**src/rtl/div_unit.sv**
```systemverilog
// div_unit: multicycle signed restoring divider.
// Quotient goes to lo, remainder to hi. One restoring step per clock, with
// a final sign-fixup cycle. Divide by zero short-circuits straight to DONE.
module div_unit #(
    parameter int WIDTH = 32
) (
    input  logic             clk,
    input  logic             reset,
    input  logic             start,
    input  logic [WIDTH-1:0] dividend,
    input  logic [WIDTH-1:0] divisor,
    output logic [WIDTH-1:0] lo,
    output logic [WIDTH-1:0] hi,
    output logic             done,
    output logic             busy,
    output logic             div_zero
);

    localparam int CW = (WIDTH > 2) ? $clog2(WIDTH) : 1;

    typedef enum logic [1:0] {
        IDLE = 2'd0,
        RUN  = 2'd1,
        FIX  = 2'd2,
        DONE = 2'd3
    } state_t;

    state_t           state_r;
    state_t           state_next_s;

    logic [WIDTH-1:0] quo_r;        // dividend magnitude shifting out, quotient shifting in
    logic [WIDTH-1:0] rem_r;        // partial remainder; always < |divisor|, so WIDTH bits suffice
    logic [WIDTH-1:0] dsr_r;        // |divisor|
    logic [CW-1:0]    cnt_r;
    logic             sign_q_r;
    logic             sign_rem_r;

    logic [WIDTH-1:0] dvd_mag_s;
    logic [WIDTH-1:0] dsr_mag_s;
    logic             dsr_zero_s;
    logic [WIDTH:0]   rem_shift_s;  // one extra bit: the shifted remainder can reach 2*|divisor|-1
    logic [WIDTH:0]   trial_s;

    assign dvd_mag_s   = dividend[WIDTH-1] ? -dividend : dividend;
    assign dsr_mag_s   = divisor[WIDTH-1]  ? -divisor  : divisor;
    assign dsr_zero_s  = (divisor == {WIDTH{1'b0}});
    assign rem_shift_s = {rem_r, quo_r[WIDTH-1]};
    assign trial_s     = rem_shift_s - {1'b0, dsr_r};

    assign done = (state_r == DONE);
    assign busy = (state_r != IDLE);

    // State register; reset aborts any operation in flight.
    always_ff @(posedge clk or posedge reset) begin
        if (reset) begin
            state_r <= IDLE;
        end else begin
            state_r <= state_next_s;
        end
    end

    // Next-state decode; start is only honoured from IDLE.
    always_comb begin
        state_next_s = state_r;
        case (state_r)
            IDLE: begin
                if (start) begin
                    if (dsr_zero_s) begin
                        state_next_s = DONE;
                    end else begin
                        state_next_s = RUN;
                    end
                end else begin
                    state_next_s = IDLE;
                end
            end
            RUN: begin
                if (cnt_r == {CW{1'b0}}) begin
                    state_next_s = FIX;
                end else begin
                    state_next_s = RUN;
                end
            end
            FIX:     state_next_s = DONE;
            DONE:    state_next_s = IDLE;
            default: state_next_s = IDLE;
        endcase
    end

    // Datapath: operand capture, restoring steps, sign fixup and result hold.
    always_ff @(posedge clk or posedge reset) begin
        if (reset) begin
            quo_r      <= {WIDTH{1'b0}};
            rem_r      <= {WIDTH{1'b0}};
            dsr_r      <= {WIDTH{1'b0}};
            cnt_r      <= {CW{1'b0}};
            sign_q_r   <= 1'b0;
            sign_rem_r <= 1'b0;
            lo         <= {WIDTH{1'b0}};
            hi         <= {WIDTH{1'b0}};
            div_zero   <= 1'b0;
        end else begin
            case (state_r)
                IDLE: begin
                    if (start) begin
                        sign_q_r   <= dividend[WIDTH-1] ^ divisor[WIDTH-1];
                        sign_rem_r <= dividend[WIDTH-1];
                        quo_r      <= dvd_mag_s;
                        dsr_r      <= dsr_mag_s;
                        rem_r      <= {WIDTH{1'b0}};
                        cnt_r      <= CW'(WIDTH - 1);
                        if (dsr_zero_s) begin
                            lo       <= {WIDTH{1'b1}};
                            hi       <= dividend;
                            div_zero <= 1'b1;
                        end else begin
                            div_zero <= 1'b0;
                        end
                    end
                end
                RUN: begin
                    if (trial_s[WIDTH] == 1'b0) begin
                        rem_r <= trial_s[WIDTH-1:0];
                        quo_r <= {quo_r[WIDTH-2:0], 1'b1};
                    end else begin
                        rem_r <= rem_shift_s[WIDTH-1:0];
                        quo_r <= {quo_r[WIDTH-2:0], 1'b0};
                    end
                    cnt_r <= cnt_r - CW'(1);
                end
                FIX: begin
                    lo <= sign_q_r   ? -quo_r : quo_r;
                    hi <= sign_rem_r ? -rem_r : rem_r;
                end
                DONE: begin
                    cnt_r <= {CW{1'b0}};
                end
                default: begin
                    cnt_r <= {CW{1'b0}};
                end
            endcase
        end
    end

endmodule

```
**config.mk**
```make
export PLATFORM = sky130hd
export DESIGN_NAME = div_unit
export DESIGN_NICKNAME = d
export VERILOG_FILES = /design/src/rtl/div_unit.sv
export SDC_FILE = /design/constraint.sdc
export NUM_CORES = 1
export LEC_CHECK = 0
export BUFFER_PORTS_ARGS = -buffer_cell sky130_fd_sc_hd__buf_4
export CORE_ASPECT_RATIO = 1.25
export CORE_UTILIZATION = 47
export CTS_BUF_LIST = sky130_fd_sc_hd__clkbuf_4 sky130_fd_sc_hd__clkbuf_8
export CTS_CLUSTER_SIZE = 30
export DETAILED_ROUTE_END_ITERATION = 6
export HOLD_SLACK_MARGIN = 0.12
export PLACE_DENSITY = 0.65
export SYNTH_ARGS = -nofsm -noshare
export SYNTH_HDL_FRONTEND = slang
export SYNTH_SLANG_ARGS = --single-unit
export TNS_END_PERCENT = 10
```
**constraint.sdc**
```tcl
create_clock -name clk -period 5.1 [get_ports clk]
set_clock_uncertainty 0.15 [all_clocks]
set_input_delay 0.255 -clock clk [delete_from_list [all_inputs] [get_ports clk]]
set_output_delay 0.255 -clock clk [all_outputs]
set_load 0.01 [all_outputs]
```
# Yosys cells after proc, flatten, opt, wreduce, memory -nomap -nowiden
# Cells that the tools add are included.
# totals
reg_bits	170
ram_bits	0
memories	0
in_bits	67
rom_bits	0
elab_cells	56
latch_bits	0
# classes
shifts	0
order_cmp	0
bitwise	1
addsub	6
eq_ne	5
reduce_logical	11
multipliers	0
div_mod_pow	0
n_mux	23
# op_table
operator	count
$mux 32	11
$pmux 32 s2	4
$neg 32->32	4
$sub 33x32->33	1
$logic_not 32->1	1
$pmux 5 s3	1
$pmux 2 s4	1
$mux 2	3
$reduce_and 2->1	3
$reduce_bool 2->1	3
$logic_not 5->1	1
$mux 5	1
$sub 5x1->5 const B	1
$eq 2x2->1 const B	2
$ne 2x2->1 const B	2
$reduce_and 3->1	1
$reduce_bool 3->1	1
$eq 2x1->1 const B	1
$logic_not 2->1	1
$mux 1	2
$xor 1x1->1	1

# Logic depth before layout (Yosys ltp)
# Gate-level depths: netlist of the first run.
# depth
ltp_word	4
ltp_mapped	14
depth_no_buf	12

# Worst setup path after synthesis of the first run
# Ideal clock, no wire load.
# synth_path
path_kind	reg-to-reg
startpoint	reg quo_r[31]
endpoint	reg rem_r[10]
path_slack_ns	1.566
stages_incl_launch_ff	14
setup_ns	0.133
n_path_buf	2
t_arrival_ns	3.251
cell_sequence	dfrtp_1 > inv_1 > ha_1 > fa_1 > nand2b_1 > a21oi_1 > o21ai_0 > o21ai_0 > a31oi_1 > xnor2_1 > buf_1 > clkbuf_1 > mux2i_1 > o21ai_0
# synth_via
elab_chain_len	3
# synth_lines
item	line_no	text
start, declared	31	logic [WIDTH-1:0] quo_r;
start signal, assigned	93	quo_r <= {WIDTH{1'b0}};
start signal, assigned	108	quo_r <= dvd_mag_s;
start signal, assigned	124	quo_r <= {quo_r[WIDTH-2:0], 1'b1};
$sub 33x32->33	48	assign trial_s = rem_shift_s - {1'b0, dsr_r};
$mux 32	122	if (trial_s[WIDTH] == 1'b0) begin
$pmux 32 s2	103	case (state_r)
end signal, assigned	110	rem_r <= {WIDTH{1'b0}};
end signal, assigned	123	rem_r <= trial_s[WIDTH-1:0];
end signal, assigned	126	rem_r <= rem_shift_s[WIDTH-1:0];
end, declared	32	logic [WIDTH-1:0] rem_r;
# No other way between the ends.
# A chain may end at the register's enable or synchronous reset.

# Final worst setup path of the first run
# layout_path
startpoint	in divisor[6]
endpoint	reg hi[2]
# layout_via
elab_chain_len	3
# layout_lines
item	line_no	text
start, declared	11	input logic [WIDTH-1:0] divisor,
$logic_not 32->1	46	assign dsr_zero_s = (divisor == {WIDTH{1'b0}});
$ne 2x2->1 (no line)	-	
$reduce_and 3->1 (no line)	-	
end signal, assigned	100	hi <= {WIDTH{1'b0}};
end signal, assigned	114	hi <= dividend;
end signal, assigned	133	hi <= sign_rem_r ? -rem_r : rem_r;
end, declared	13	output logic [WIDTH-1:0] hi,
# No other way between the ends.

==> results by stage, run 1 <==
Detailed routing:
- The count of routing violations after the opening detailed-route iteration is 402.
- The detailed router placed 9879 vias in this run.
- The post-detailed-route DRC marker count is 0.
- Wires add up to 28200 microns.
- Using the TritonRoute via totals, the vias-per-cell ratio works out to 5.53.
- Before antenna repair, the detailed router went through 5 iterations.
- The remaining antenna violation count after routing is 0.
- In the final routed layout, each cell accounts on average for approximately 16 microns.

Critical path:
- The worst flop-to-flop path startpoint is rem_r[16]$_DFFE_PP0P_.
- The cell type group with the largest total delay on the critical path is simple AND/OR/NAND/NOR gates.
- The data required time at the worst endpoint is 5.25 ns.
- Walking the worst path, the cells encountered are dlygate4sd3_1 -> buf_4 -> or4_1 -> or2_1 -> or4_4 -> or3_4 -> nand2b_4 -> or4b_2 -> buf_4 -> mux2i_1 -> o21ai_0.
- Data arrives at the worst endpoint at between 4 and 5 ns.
- Setup slack on the worst reg-to-reg path comes out at 1.51 ns.
- The number of buffer and inverter instances along the worst setup path is 3.
- In this run the critical register-to-register path is captured at rem_r[13]$_DFFE_PP0P_.
- The largest stage delay on the critical path is around 1 ns.
- The critical-path cell with the highest stage delay is or4b_2.
- The worst-case reg-to-reg path depth is 10.
- The critical path ends at hi[2]$_DFFE_PP0P_.
- The kind of launch point of the worst setup path is an input pin.
- The worst setup path is captured at a register.
- The critical path is of the in -> reg type.
- In this run the worst path has a maximum fanout of 22.
- The cell repeated most along the worst path is buf_4.
- The depth of the critical timing path with buffers and inverters included is 11.
- The critical path starts at divisor[6].

Die:
- The number of rows in the core area is between 60 and 70.
- The core area is 0.0236 sq mm.
- The initial core utilization is approximately 48%.
- The number of ports placed on the die boundary is between 100 and 150.
- The floorplan step defined a die boundary enclosing ~0.025 sq mm.
- The vertical die dimension is 175 microns.
- From left edge to right edge, the die measures 141 microns.

STA:
- The final-report max-slew violation count was 0.
- The transition time at the pin with the least slew margin is 1.15 ns.
- The final setup violation count is 0.
- The final worst slack is 0.857 ns.
- The part of the cycle the worst path needs is a little over four fifths.
- The worst path needs 4.24 ns of the cycle, external delays included.
- Setup repair after global routing left no endpoint under its margin.
- Derived from the worst setup path, the maximum achievable clock frequency is roughly 240 MHz.
- Setup total negative slack on the finished layout was measured at 0 ns.
- The worst pin sits at a relative slew slack of a little under a quarter.
- The final count of hold timing violations was 0.

Cells and area:
- The footprint of the multi-input gates is 0.00653 sq mm.
- The layout has 2164 filler cells.
- The antenna diode instance count is 0.
- In the final layout, the share of cells above drive strength 1 is 13.3%.
- The area added between synthesis and finish is 22.0%.
- The number of nets in the layout is 1586.
- Leaving out filler cells and counting taps, the final layout contains between 1500 and 2000.
- The register area is ~0.0043 sq mm.
- With fillers left out, the area of the finished cells amounts to 0.0138 sq mm.

Yosys:
- The synthesized netlist contains 61 unique library cells.
- The synthesis-stage register bit count is 170.
- The cell count after synthesis came out at 1309.
- In this run the mean area of a mapped cell was between 8 and 9 sq um.
- Sequential cells were found to cover 37.7% of the synthesized design area.
- For this run, the leading register cell type out of synthesis is dfrtp_1.
- The cell type with the highest aggregate area in the netlist is dfrtp_1.
- The count of flip-flops with a built-in enable after synthesis is 0.
- The combined area of all synthesized cells is 0.0113 sq mm.
- The number of nets in the synthesized netlist is between 1000 and 1500.
- In the post-synthesis netlist, the biggest area contributors are dfrtp_1 38%, o21ai_0 7.8%, xor2_1 6.9%.
- After synthesis, the share of flip-flops with an asynchronous set or reset is 100%.
- The count of yosys warnings during synthesis is 0.
- Summed over its instances, the top area cell type makes up 37.7% of the synthesized netlist area.

Clocking:
- The H-tree was split into 4 levels.
- The CTS buffer count is 17.
- The number of gates resized after CTS was 0.
- The tree is rooted in a clkbuf_8.
- Clock-pin slew was measured on the worst setup and hold paths at roughly 0.09 ns.
- The clock latency at the later pin of the worst-skew pair is roughly 0.45 ns.
- The clock tree from TritonCTS is built.
- CTS saw 170 sinks.
- In this run the deepest clock path goes through 2 buffers.

Power:
- After layout, the design draws a total of about 8.9 mW.
- The leakage power figure is 6.11 nW.
- The power density normalized to cell area is 645 mW/mm^2.
- Across the VDD grid, the largest voltage drop is 0.340 mV.

Hold path:
- The kind of path behind the tightest hold check is in -> async.

Global routing:
- The met2 layer usage reported by global route is 43.3%.
- The wire length of the first global-routing pass is 47600 microns.
- The total overflow left after global routing is 0.
- The global routing usage on met3 is 2.71%.
- The number of antenna violations at the first check in global routing is 0.
- Entering global routing, the biggest net connects 83 pins.
- The via count of the first global-routing pass is 9591.
- In the global route stage, overall resource usage came out at 24.0%.
- The most crowded layer after global routing is met2.
- For met1 alone, demand over resource in global routing was 29.7%.

Run:
- Max-cap violations in this run came to 0.

Place:
- Timing analysis after detailed placement gives a worst setup slack of 0.940 ns.
- The wire-length estimate of the detail-placed layout is between 20000 and 25000 microns.
- The total placed instance area is between 0.01 and 0.015 sq mm.
- Port buffering added 133 buffers.
- The number of placed instances, taps included, is 1665.
- The weighted congestion reported at the end of routability-driven placement is 0.835.

Status:
- The run finished with clean final reports.
## flip-flops by register name, indices dropped and copies added, names as in the netlist
name	cells
sign_rem_r	1
sign_q_r	1
state_r	2
dsr_r	32
rem_r	32
hi	32
lo	32
div_zero	1
cnt_r	5
quo_r	32
## cell type report
class	count	share of cell area, %
clock buffers	17	1.70
clock inverters	15	1.36
inverters	51	1.43
multi-input cells	1006	47.5
flip-flops and latches	170	30.9
well taps	292	2.66
repair buffers	235	14.4
## cells in the final DEF (no fill, tap or decap), drive strengths merged, types with 4 or more instances in the layout
master / netlist / final
a22oi: 25 / 25
or4: 17 / 17
o22a: 7 / 7
a31oi: 10 / 10
dlygate4sd3: 0 / 89
nor2: 33 / 33
or3: 15 / 15
nand4: 8 / 8
nand2: 156 / 156
mux2i: 54 / 54
nand3: 11 / 11
o21ai: 177 / 177
ha: 37 / 37
or2: 9 / 9
a21oi: 97 / 97
xor2: 89 / 89
o41ai: 19 / 19
clkbuf: 72 / 17
a211oi: 6 / 6
nor2b: 17 / 17
o31ai: 33 / 33
o22ai: 6 / 6
a21o: 5 / 5
buf: 10 / 146
and3: 4 / 4
o21a: 5 / 5
xnor2: 59 / 59
nor3: 39 / 39
nor4: 9 / 9
inv: 51 / 57
nand2b: 20 / 20
and2: 8 / 8
dfrtp: 170 / 170
## synthesized netlist by cell type (6+ instances only)
| cell type | count |
|---|---|
| ha_1 | 37 |
| mux2i_1 | 54 |
| nand2_1 | 156 |
| o31ai_1 | 33 |
| buf_2 | 6 |
| nor2b_1 | 17 |
| a22oi_1 | 25 |
| o22a_1 | 7 |
| a21oi_1 | 97 |
| nand4_1 | 8 |
| xor2_1 | 89 |
| o41ai_1 | 19 |
| o22ai_1 | 6 |
| xnor2_1 | 59 |
| o21ai_0 | 176 |
| nor2_1 | 33 |
| nor3_1 | 39 |
| nand3_1 | 11 |
| or3_1 | 14 |
| nor4_1 | 9 |
| dfrtp_1 | 170 |
| clkbuf_1 | 72 |
| inv_1 | 51 |
| or2_2 | 8 |
| a31oi_1 | 10 |
| nand2b_1 | 19 |
| or4_1 | 16 |
## cells by family after synthesis
group / share of synthesized area [%]
xor gates and xnor gates: 11.5
adders and majority gates: 4.28
AOI/OAI and AO/OA: 21.7
and+or+nand+nor: 15.4
muxes: 4.79
buffers and inverters: 4.56
DFF: 37.7
## per-layer routing
layer  up-vias  routed length, microns
met5         -                       0
met3        33                     818
li1       5017                       -
met2       186                   14300
met1      4643                   12600
met4         0                     487
## tightest hold or removal path, cell delays in order
cell and delay [ns]:
dlygate4sd3_1 0.53, buf_4 0.15, inv_6 0.32
## worst min-delay path by stage
stage,end,slack (ns),cells after the start
3_5_place_dp,hi[2]$_DFFE_PP0P_,0.16,2
3_3_place_gp,hi[5]$_DFFE_PP0P_,0.16,2
6_report,hi[2]$_DFFE_PP0P_,0.21,3
2_1_floorplan,hi[1]$_DFFE_PP0P_,0.28,2
5_1_grt,hi[2]$_DFFE_PP0P_,0.24,3
4_1_cts,hi[2]$_DFFE_PP0P_,0.21,3
## where the power goes
group | total, mW | internal, mW | switching, mW | leakage (nW)
clock network | 1.02 | 0.494 | 0.529 | 0.206
logic | 5.20 | 2.39 | 2.80 | 3.85
registers | 2.65 | 1.95 | 0.704 | 2.05
## what timing repair did
item	CTS	global route
hold buffers	89	0
setup buffers	0	0
hold endpoints to repair	140	0
## stage by stage
step                      hold WS, ns  utilization (%)
after CTS                       0.212             58.2
after floorplan                 0.279                -
after global placement          0.162             52.6
after global routing            0.240             58.2
final                           0.212             58.2
after detailed placement        0.162             52.6
Power figures use the tool's default switching activity.
==> run 2, diff against run 1 <==
--- a/config.mk
+++ b/config.mk
@@ -5,6 +5,7 @@
 export SDC_FILE = /design/constraint.sdc
 export NUM_CORES = 1
 export LEC_CHECK = 0
+export ABC_AREA = 1
 export BUFFER_PORTS_ARGS = -buffer_cell sky130_fd_sc_hd__buf_4
 export CORE_ASPECT_RATIO = 1.25
 export CORE_UTILIZATION = 47
@@ -12,7 +13,7 @@
 export CTS_CLUSTER_SIZE = 30
 export DETAILED_ROUTE_END_ITERATION = 6
 export HOLD_SLACK_MARGIN = 0.12
-export PLACE_DENSITY = 0.65
+export PLACE_DENSITY = 0.64
 export SYNTH_ARGS = -nofsm -noshare
 export SYNTH_HDL_FRONTEND = slang
 export SYNTH_SLANG_ARGS = --single-unit
==> constraint.sdc (replaced) <==
create_clock -name clk -period 3.55 [get_ports clk]
set_clock_uncertainty 0.15 [all_clocks]
set_input_delay 0.1775 -clock clk [delete_from_list [all_inputs] [get_ports clk]]
set_output_delay 0.1775 -clock clk [all_outputs]
set_load 0.01 [all_outputs]
==> run 2 against run 1 <==
Against the previous run: the flow now finishes with violations (design-rule violations); largest power group unchanged; via count increased by 42%; worst hold slack worse by 0.038 ns; register-to-register slack got worse by 1.1 ns; synthesized cell count is 61% higher; global-route usage rose by 6.5 points; flip-flop and latch count did not move; synthesized area increased by 18%; largest cell class unchanged; combinational power rose by 88%; sequential share of layout area fell by 4.4 points; critical endpoint is now quo_r[18]$_DFFE_PP0P_.
==> results by stage, run 2 <==
Global routing:
- The via count of the first global-routing pass was 13600.
- The pin count of the biggest net entering global routing is 80.
- The residual overflow from global routing is 0.
- The number of antenna violations at the first check in global routing was 0.
- For this run, the total global-route usage over all layers was measured as 30.4%.
- The wire length of the first global-routing pass is 69100 microns.

Clocking:
- TritonCTS created 17 clock buffers.
- In this run the clock root is driven by a clkbuf_8.
- For this design, the sink count on the clock tree is 170.
- The maximum root-to-sink buffer count is 2.
- TritonCTS built the clock tree.
- In this run the post-CTS setup repair buffer count came out at 0.
- At the later pin of the worst-skew pair, clock insertion delay measures around 0.48 ns.
- After clock tree synthesis, the clock-pin slew on the worst setup and hold paths is roughly 0.10 ns.
- The H-tree was split into 4 levels.

Critical path:
- The kind of launch point of the worst setup path is an input pin.
- The worst setup path is of the in -> reg kind.
- The worst setup path is captured at a register.
- For the worst setup path, the data arrival time is 3.63 ns.
- For the worst setup path, the data required time is 3.81 ns.
- Along the worst path, the maximum fanout reaches 4.

Yosys:
- The synthesized design contains 170 register bits.
- In the synthesized netlist, the number of instances is 2105.
- The share of the Yosys chip area taken by registers is 32.0%.
- The area share of the largest cell type after synthesis is 32.0%.
- The netlist uses 47 different library cells.
- The cell type with the highest aggregate area in the netlist is dfrtp_1.
- The synthesized area per cell is 6.31 sq um.
- The count of flip-flops with a built-in enable after synthesis is 0.
- The proportion of register bits with asynchronous set or reset after synthesis is between 90% and 100%.
- Counting instances in the post-synthesis netlist gives the leading cell types as 678 x nand2_1, 297 x inv_1, 225 x nor2_1.
- Yosys instantiated no cell more often than nand2_1.
- The cell area that synthesis handed to floorplanning was 0.0133 sq mm.
- The number of nets in the synthesized netlist is 2210.
- For this run, the number of Yosys warnings is 0.
- The most instantiated flip-flop cell in the synthesis netlist is dfrtp_1.
- By area the synthesized netlist is led by dfrtp_1 32%, nand2_1 19%, inv_1 8.4%.

Die:
- The die is 152 microns wide.
- The die is 190 microns tall.
- In this run the core area contains 68 standard-cell rows.
- Once the floorplan was initialized, standard cells occupied 47.9% of the core.
- The total die area is 0.0289 sq mm.
- The core area is ~0.028 sq mm.
- Pin placement for this block handled 134 I/O pins.

Cells and area:
- In the final layout, the share of cells above drive strength 1 is a little under a tenth.
- The final core area utilization is 57.8%.
- The number of cells in the finished layout apart from fillers is 2669.
- Compared with the post-synthesis result, the final layout area differs by 20.6%.
- In the layout the commonest cells are 678 x nand2_1, 295 x inv_1, 221 x nor2_1, 217 x nand3_1, 170 x dfrtp_1.
- The library cell used most frequently in the layout, excluding fill and tap cells, is nand2_1.
- 0 antenna diodes ended up in the layout.
- Summing all non-filler instances in the final layout gives an area of approximately 0.016 sq mm.
- The net count of the finished layout is between 2000 and 2500.

Detailed routing:
- The total wirelength of the detailed-routed design is 42900 microns.
- Using the TritonRoute via totals, the vias-per-cell ratio works out to 5.27.
- The detailed router finished its first iteration with slightly above 800 violations.
- The count of TritonRoute iterations in the first routing pass is 7.
- The routed layout has 14100 vias.
- The post-detailed-route DRC marker count is 9.
- The average wire per standard cell is 16.1 microns.
- The remaining antenna violation count after routing is 0.

Place:
- The HPWL after detailed placement is 33000 microns.
- The weighted congestion reported at the end of routability-driven placement is 0.920.
- The total of buffers placed on input and output ports is approximately 130.
- The placed instances occupy a cell area of approximately 0.015 sq mm.
- The number of placed instances, taps included, is 2539.

STA:
- The final setup violation count is 0.
- Summed over all failing endpoints, the final setup total negative slack is 0 ns.
- The final-report max-slew violation count is 0.
- The transition time at the pin with the least slew margin is 1.07 ns.
- Setup repair after global routing left no endpoint under its margin.
- Derived from the worst setup path, the maximum achievable clock frequency is a little under 300 MHz.
- Hold is met by approximately 0.17 ns.
- After layout, the worst path uses 94.9% of the clock period.
- The final count of hold timing violations is 0.
- The remaining max-slew budget at the tightest pin is about 29%.
- For the finished layout, the period the worst path requires is 3.37 ns.

Status:
- The final reports fail on design-rule violations.
- The flow ran to the end, but the final reports show violations.

Power:
- The leakage power figure is 8.28 nW.
- The power density normalized to cell area is approximately 950 mW/mm^2.
- The worst-case IR drop observed on VDD is about 0.5 mV.

Run:
- The number of maximum-capacitance violations is 0.

Hold path:
- The tightest min-delay check is of the in -> reg type.
## run 2: changes by cell type after synthesis, moves of 19 or more
cell and delta:
nand2b_1 -19, o31ai_1 -29, nand2_1 +522, clkbuf_1 -28, a21oi_1 -38, xor2_1 -44, mux2i_1 -54, o21ai_0 -42
nor2_1 +192, nand3_1 +206, nor3_1 -19, inv_1 +246, xnor2_1 -47
## run 2: final cells by class
class	instances	area, sq um
flip-flops and latches	170	4250
multi-input cells	1567	7600
well taps	350	438
clock inverters	12	161
fillers	2760	11700
clock buffers	20	275
inverters	303	1140
repair buffers	247	2150
## run 2: path summary, 6_finish.rpt
check	end	cells past startpoint	slack, ns	startpoint
worst max register to register	hi[28]$_DFFE_PP0P_	10	0.46	rem_r[0]$_DFFE_PP0P_
worst min-delay path	dsr_r[1]$_DFFE_PP0P_	5	0.17	divisor[1]
max in group asynchronous	rem_r[14]$_DFFE_PP0P_	5	1.60	reset
min in group asynchronous	lo[5]$_DFFE_PP0P_	4	0.72	reset
worst max-delay path	quo_r[18]$_DFFE_PP0P_	15	0.18	dividend[0]
worst min register to register	hi[18]$_DFFE_PP0P_	2	0.34	hi[18]$_DFFE_PP0P_
## run 2: layer usage
metal  up-vias  routed length [microns]  GRT usage, %
li1       7086                        -             -
met1      6439                    17500          34.9
met2       421                    21100          54.3
met3       115                     1820          3.74
met4         0                     2470          18.5
met5         -                        0             0
## run 2: logic make-up after synthesis
family,Yosys count,share of synthesized area (%)
fa+ha+maj,38,3.64
simple gates,1216,38.7
xor+xnor,57,3.76
flops,170,32.0
compound gates,256,10.9
buf+inv,368,10.9
## run 2: per-stage QoR
stage	total power [mW]	setup WS, ns
after floorplan	10.6	1.05
after global placement	13.3	0.886
after detailed placement	13.4	0.802
after CTS	15.1	0.205
after global routing	16.7	0.0345
final	15.2	0.180
## run 2: timing repair
action | in CTS | in global routing
endpoints found under the setup margin | 0 | 1
gates resized for setup | 0 | 1
hold buffers | 98 | 0
hold endpoints to repair | 255 | 0
## run 2: power breakdown
group	switching, mW	total (mW)	internal [mW]
clock network	0.779	1.54	0.759
registers	1.00	3.86	2.86
logic	6.15	9.75	3.60
total	7.93	15.2	7.22
## run 2: critical path, stage by stage
cell and delay (ns):
dlygate4sd3_1 0.54, buf_4 0.13, inv_1 0.19, ha_1 0.21, nand3_1 0.12, nor2_1 0.19
inv_1 0.06, nor2_1 0.21, nand4_1 0.15, or2_2 0.31, nand3_1 0.08, dlygate4sd3_1 0.56
nand3_1 0.07, dlygate4sd3_1 0.57, nand2_1 0.06
==> run 3, diff against run 2 <==
--- a/config.mk
+++ b/config.mk
@@ -6,7 +6,8 @@
 export NUM_CORES = 1
 export LEC_CHECK = 0
 export ABC_AREA = 1
-export BUFFER_PORTS_ARGS = -buffer_cell sky130_fd_sc_hd__buf_4
+export BUFFER_PORTS_ARGS = -buffer_cell sky130_fd_sc_hd__clkbuf_2
+export CAP_MARGIN = 20
 export CORE_ASPECT_RATIO = 1.25
 export CORE_UTILIZATION = 47
 export CTS_BUF_LIST = sky130_fd_sc_hd__clkbuf_4 sky130_fd_sc_hd__clkbuf_8
@@ -14,6 +15,7 @@
 export DETAILED_ROUTE_END_ITERATION = 6
 export HOLD_SLACK_MARGIN = 0.12
 export PLACE_DENSITY = 0.64
+export RECOVER_POWER = 50
 export SYNTH_ARGS = -nofsm -noshare
 export SYNTH_HDL_FRONTEND = slang
 export SYNTH_SLANG_ARGS = --single-unit
==> run 3 against run 2 <==
Against the previous run: the flow finishes with violations (design-rule violations, max-capacitance violations, max-slew violations); first-iteration DRC count down 10%; via count down 1.2%; flip-flop and latch count unchanged; cell count down 0.45%; maximum frequency up 8.8%; sequential power up 1%; critical path type unchanged.
==> results by stage, run 3 (same netlist as run 2, synthesis figures left out) <==
Status:
- The flow ran to the end, but the final reports show violations.
- The checks that failed: design-rule violations, max-capacitance violations, max-slew violations.

Clocking:
- Counting along the longest clock path gives a buffer depth of 2.
- Clock-pin slew was measured on the worst setup and hold paths at 0.09 ns.
- The CTS buffer count is 17.
- Buffers added to address setup during post-CTS repair amount to 0.
- The number of gates resized after CTS is 0.
- The number of buffers inserted for hold repair after clock tree synthesis is between 80 and 90.
- The H-tree generated during clock tree synthesis spans 4 levels.
- Clock tree synthesis selected as its root buffer the cell clkbuf_8.
- The clock latency at the later pin of the worst-skew pair is between 0.4 and 0.5 ns.
- TritonCTS built the clock tree.
- The count of clock tree sinks is 170.

Power:
- The power density normalized to cell area is 962 mW/mm^2.
- The largest voltage drop on the vdd net is between 0.3 and 0.4 mV.
- The analysis attributes to cell leakage a power of around 8 nW.

Hold path:
- The worst hold path passes through 5 cells.
- For hold timing, the worst endpoint is dsr_r[1]$_DFFE_PP0P_.
- The worst hold path belongs to the class in -> reg.
- The startpoint identified for the worst hold timing path is divisor[1].

STA:
- The final-report max-slew violation count came to 171.
- The routed design could run at a clock period as short as between 3 and 4 ns.
- Dividing the final minimum period by the clock period gives slightly below 90%.
- After routing, the total negative slack on setup checks comes to 0 ns.
- After layout, the worst setup slack is 0.452 ns.
- Setup repair after global routing left no endpoint under its margin.
- The top achievable clock speed is about 320 MHz.
- Setup violations remaining at the end of the flow were counted as 0.
- Hold is met by 0.198 ns.
- Measured against its own limit, the worst slew margin works out to -70.5%.
- The final count of hold timing violations is 0.
- The transition time at the pin with the least slew margin is approximately 2.6 ns.

Critical path:
- The worst flop-to-flop path endpoint is hi[28]$_DFFE_PP0P_.
- The critical path contains buffers and inverters numbering 5 combined.
- The critical-path cell with the highest stage delay is dlygate4sd3_1.
- The startpoint identified for the worst register-to-register timing path is rem_r[0]$_DFFE_PP0P_.
- The kind of launch point of the worst setup path is an input pin.
- For the worst flop-to-flop path, the logic depth is 10.
- The cell type group with the largest total delay on the critical path is buffers and inverters.
- Data arrives at the worst endpoint at approximately 3.4 ns.
- The kind of capture point of the worst setup path is a register.
- The highest net fanout along the worst path is 4.
- Across all register-to-register paths, the minimum setup slack is 0.52 ns.
- The data required time at the worst endpoint is approximately 3.8 ns.
- By startpoint and endpoint, the worst setup path is classified as in -> reg.
- Walking the worst path, the cells encountered are dlygate4sd3_1 -> clkbuf_2 -> inv_1 -> ha_1 -> nand3_2 -> nor2_1 -> nand2_1 -> nor2_1 -> nand3_1 -> nand3_1 -> dlygate4sd3_1 -> nand3_1 -> dlygate4sd3_1 -> o21ai_0.
- On the worst path, the slowest cell contributes a delay of 0.59 ns.

Global routing:
- The number of antenna violations at the first check in global routing is 0.
- The residual overflow from global routing is 0.
- The wire length of the first global-routing pass is 69000 microns.
- Entering global routing, the biggest net connects 171 pins.
- The overall track demand over capacity in global routing is ~30%.
- The via count of the first global-routing pass was 13500.

Detailed routing:
- After detailed routing, the average wire length per cell comes to approximately 16 microns.
- In this run the remaining antenna-violating nets after routing total 0.
- The total wirelength of the detailed-routed design is 42900 microns.
- The total number of vias is ~14000.
- Using the TritonRoute via totals, the vias-per-cell ratio works out to 5.23.
- The count of TritonRoute iterations in the first routing pass is 7.
- The post-detailed-route DRC marker count is 9.
- The count of routing violations after the opening detailed-route iteration is 723.

Cells and area:
- After routing the design area is between 0.015 and 0.02 sq mm.
- The top cell types in the final layout, fill and taps aside, are 678 x nand2_1, 295 x inv_1, 221 x nor2_1, 217 x nand3_1, 170 x dfrtp_1.
- Cells with a size suffix above 1 make up 6.68% of the layout.
- After filler insertion, the fill cell instance count of the layout stands at 2901.
- The number of nets in the layout is 2399.
- The antenna diode instance count is 0.
- The area added between synthesis and finish is 16.6%.
- The library cell used most frequently in the layout, excluding fill and tap cells, is nand2_1.

Die:
- For this configuration, the core starts out at a cell density of a little under half.
- The die covers 0.0289 sq mm.
- Measured along the x axis, the die boundary spans roughly 150 microns.
- For this design the top-level I/O count stands at 134.
- The floorplan step set the die height to 190 microns.
- The core area is 0.0277 sq mm.
- In this run the core area contains 68 standard-cell rows.

Place:
- The total placed instance area is 0.0142 sq mm.
- During placement, the flow inserted port buffers numbering 133.
- The wire-length estimate of the detail-placed layout is 32100 microns.
- Timing analysis after detailed placement gives a worst setup slack of 0.781 ns.
- The weighted congestion reported at the end of routability-driven placement is 0.958.

Run:
- Max-cap violations in this run came to 1.
[run 3: tightest hold or removal path: stages]
cell and delay, ns:
clkbuf_2 0.08, inv_1 0.07, nand2_1 0.06, o211ai_1 0.24, o21ai_0 0.15
[run 3: final cells by class]
type	count	area [sq um]	area share (%)
Multi-Input combinational cell	1567	7600	49.1
Sequential cell	170	4250	27.5
Timing Repair Buffer	235	1610	10.4
Inverter	303	1140	7.38
Tap cell	350	438	2.83
Clock buffer	21	277	1.79
Clock inverter	11	168	1.08
[run 3: worst max-delay path by stage]
stage | from | end | slack, ns | cells after the start
final | divisor[0] | dsr_r[22]$_DFFE_PP0P_ | 0.45 | 14
after global routing | divisor[0] | dsr_r[22]$_DFFE_PP0P_ | 0.23 | 14
after CTS | divisor[0] | dsr_r[22]$_DFFE_PP0P_ | 0.50 | 14
after detailed placement | quo_r[31]$_DFFE_PP0P_ | rem_r[21]$_DFFE_PP0P_ | 0.78 | 16
after global placement | quo_r[31]$_DFFE_PP0P_ | rem_r[30]$_DFFE_PP0P_ | 0.86 | 17
after floorplan | reset | cnt_r[0]$_DFFE_PP0P_ | 1.05 | 1
[run 3: metal layers]
| metal | vias to the layer above | part of all wire [%] | global-route usage (%) |
|---|---|---|---|
| met1 | 6391 | 42 | 35.5 |
| met5 | - | 0 | 0 |
| li1 | 7053 | - | - |
| met2 | 345 | 49 | 54.1 |
| met4 | 0 | 5.3 | 17.2 |
| met3 | 100 | 3.2 | 3.23 |
[run 3: where the power goes]
part / leakage (nW) / internal [mW] / switching, mW
clock network: 0.223 / 0.820 / 0.761
registers: 1.95 / 2.86 / 1.04
logic: 5.80 / 3.32 / 6.11
total: 7.98 / 7.00 / 7.91
[run 3: metrics by stage]
step | util [%] | power [mW] | instances
floorplan | - | 10.6 | 2105
global placement | 51.3 | 13.1 | 2536
detailed placement | 51.3 | 13.2 | 2536
CTS | 56.1 | 15.0 | 2656
global route | 55.8 | 16.4 | 2657
finish | 55.8 | 14.9 | 2657
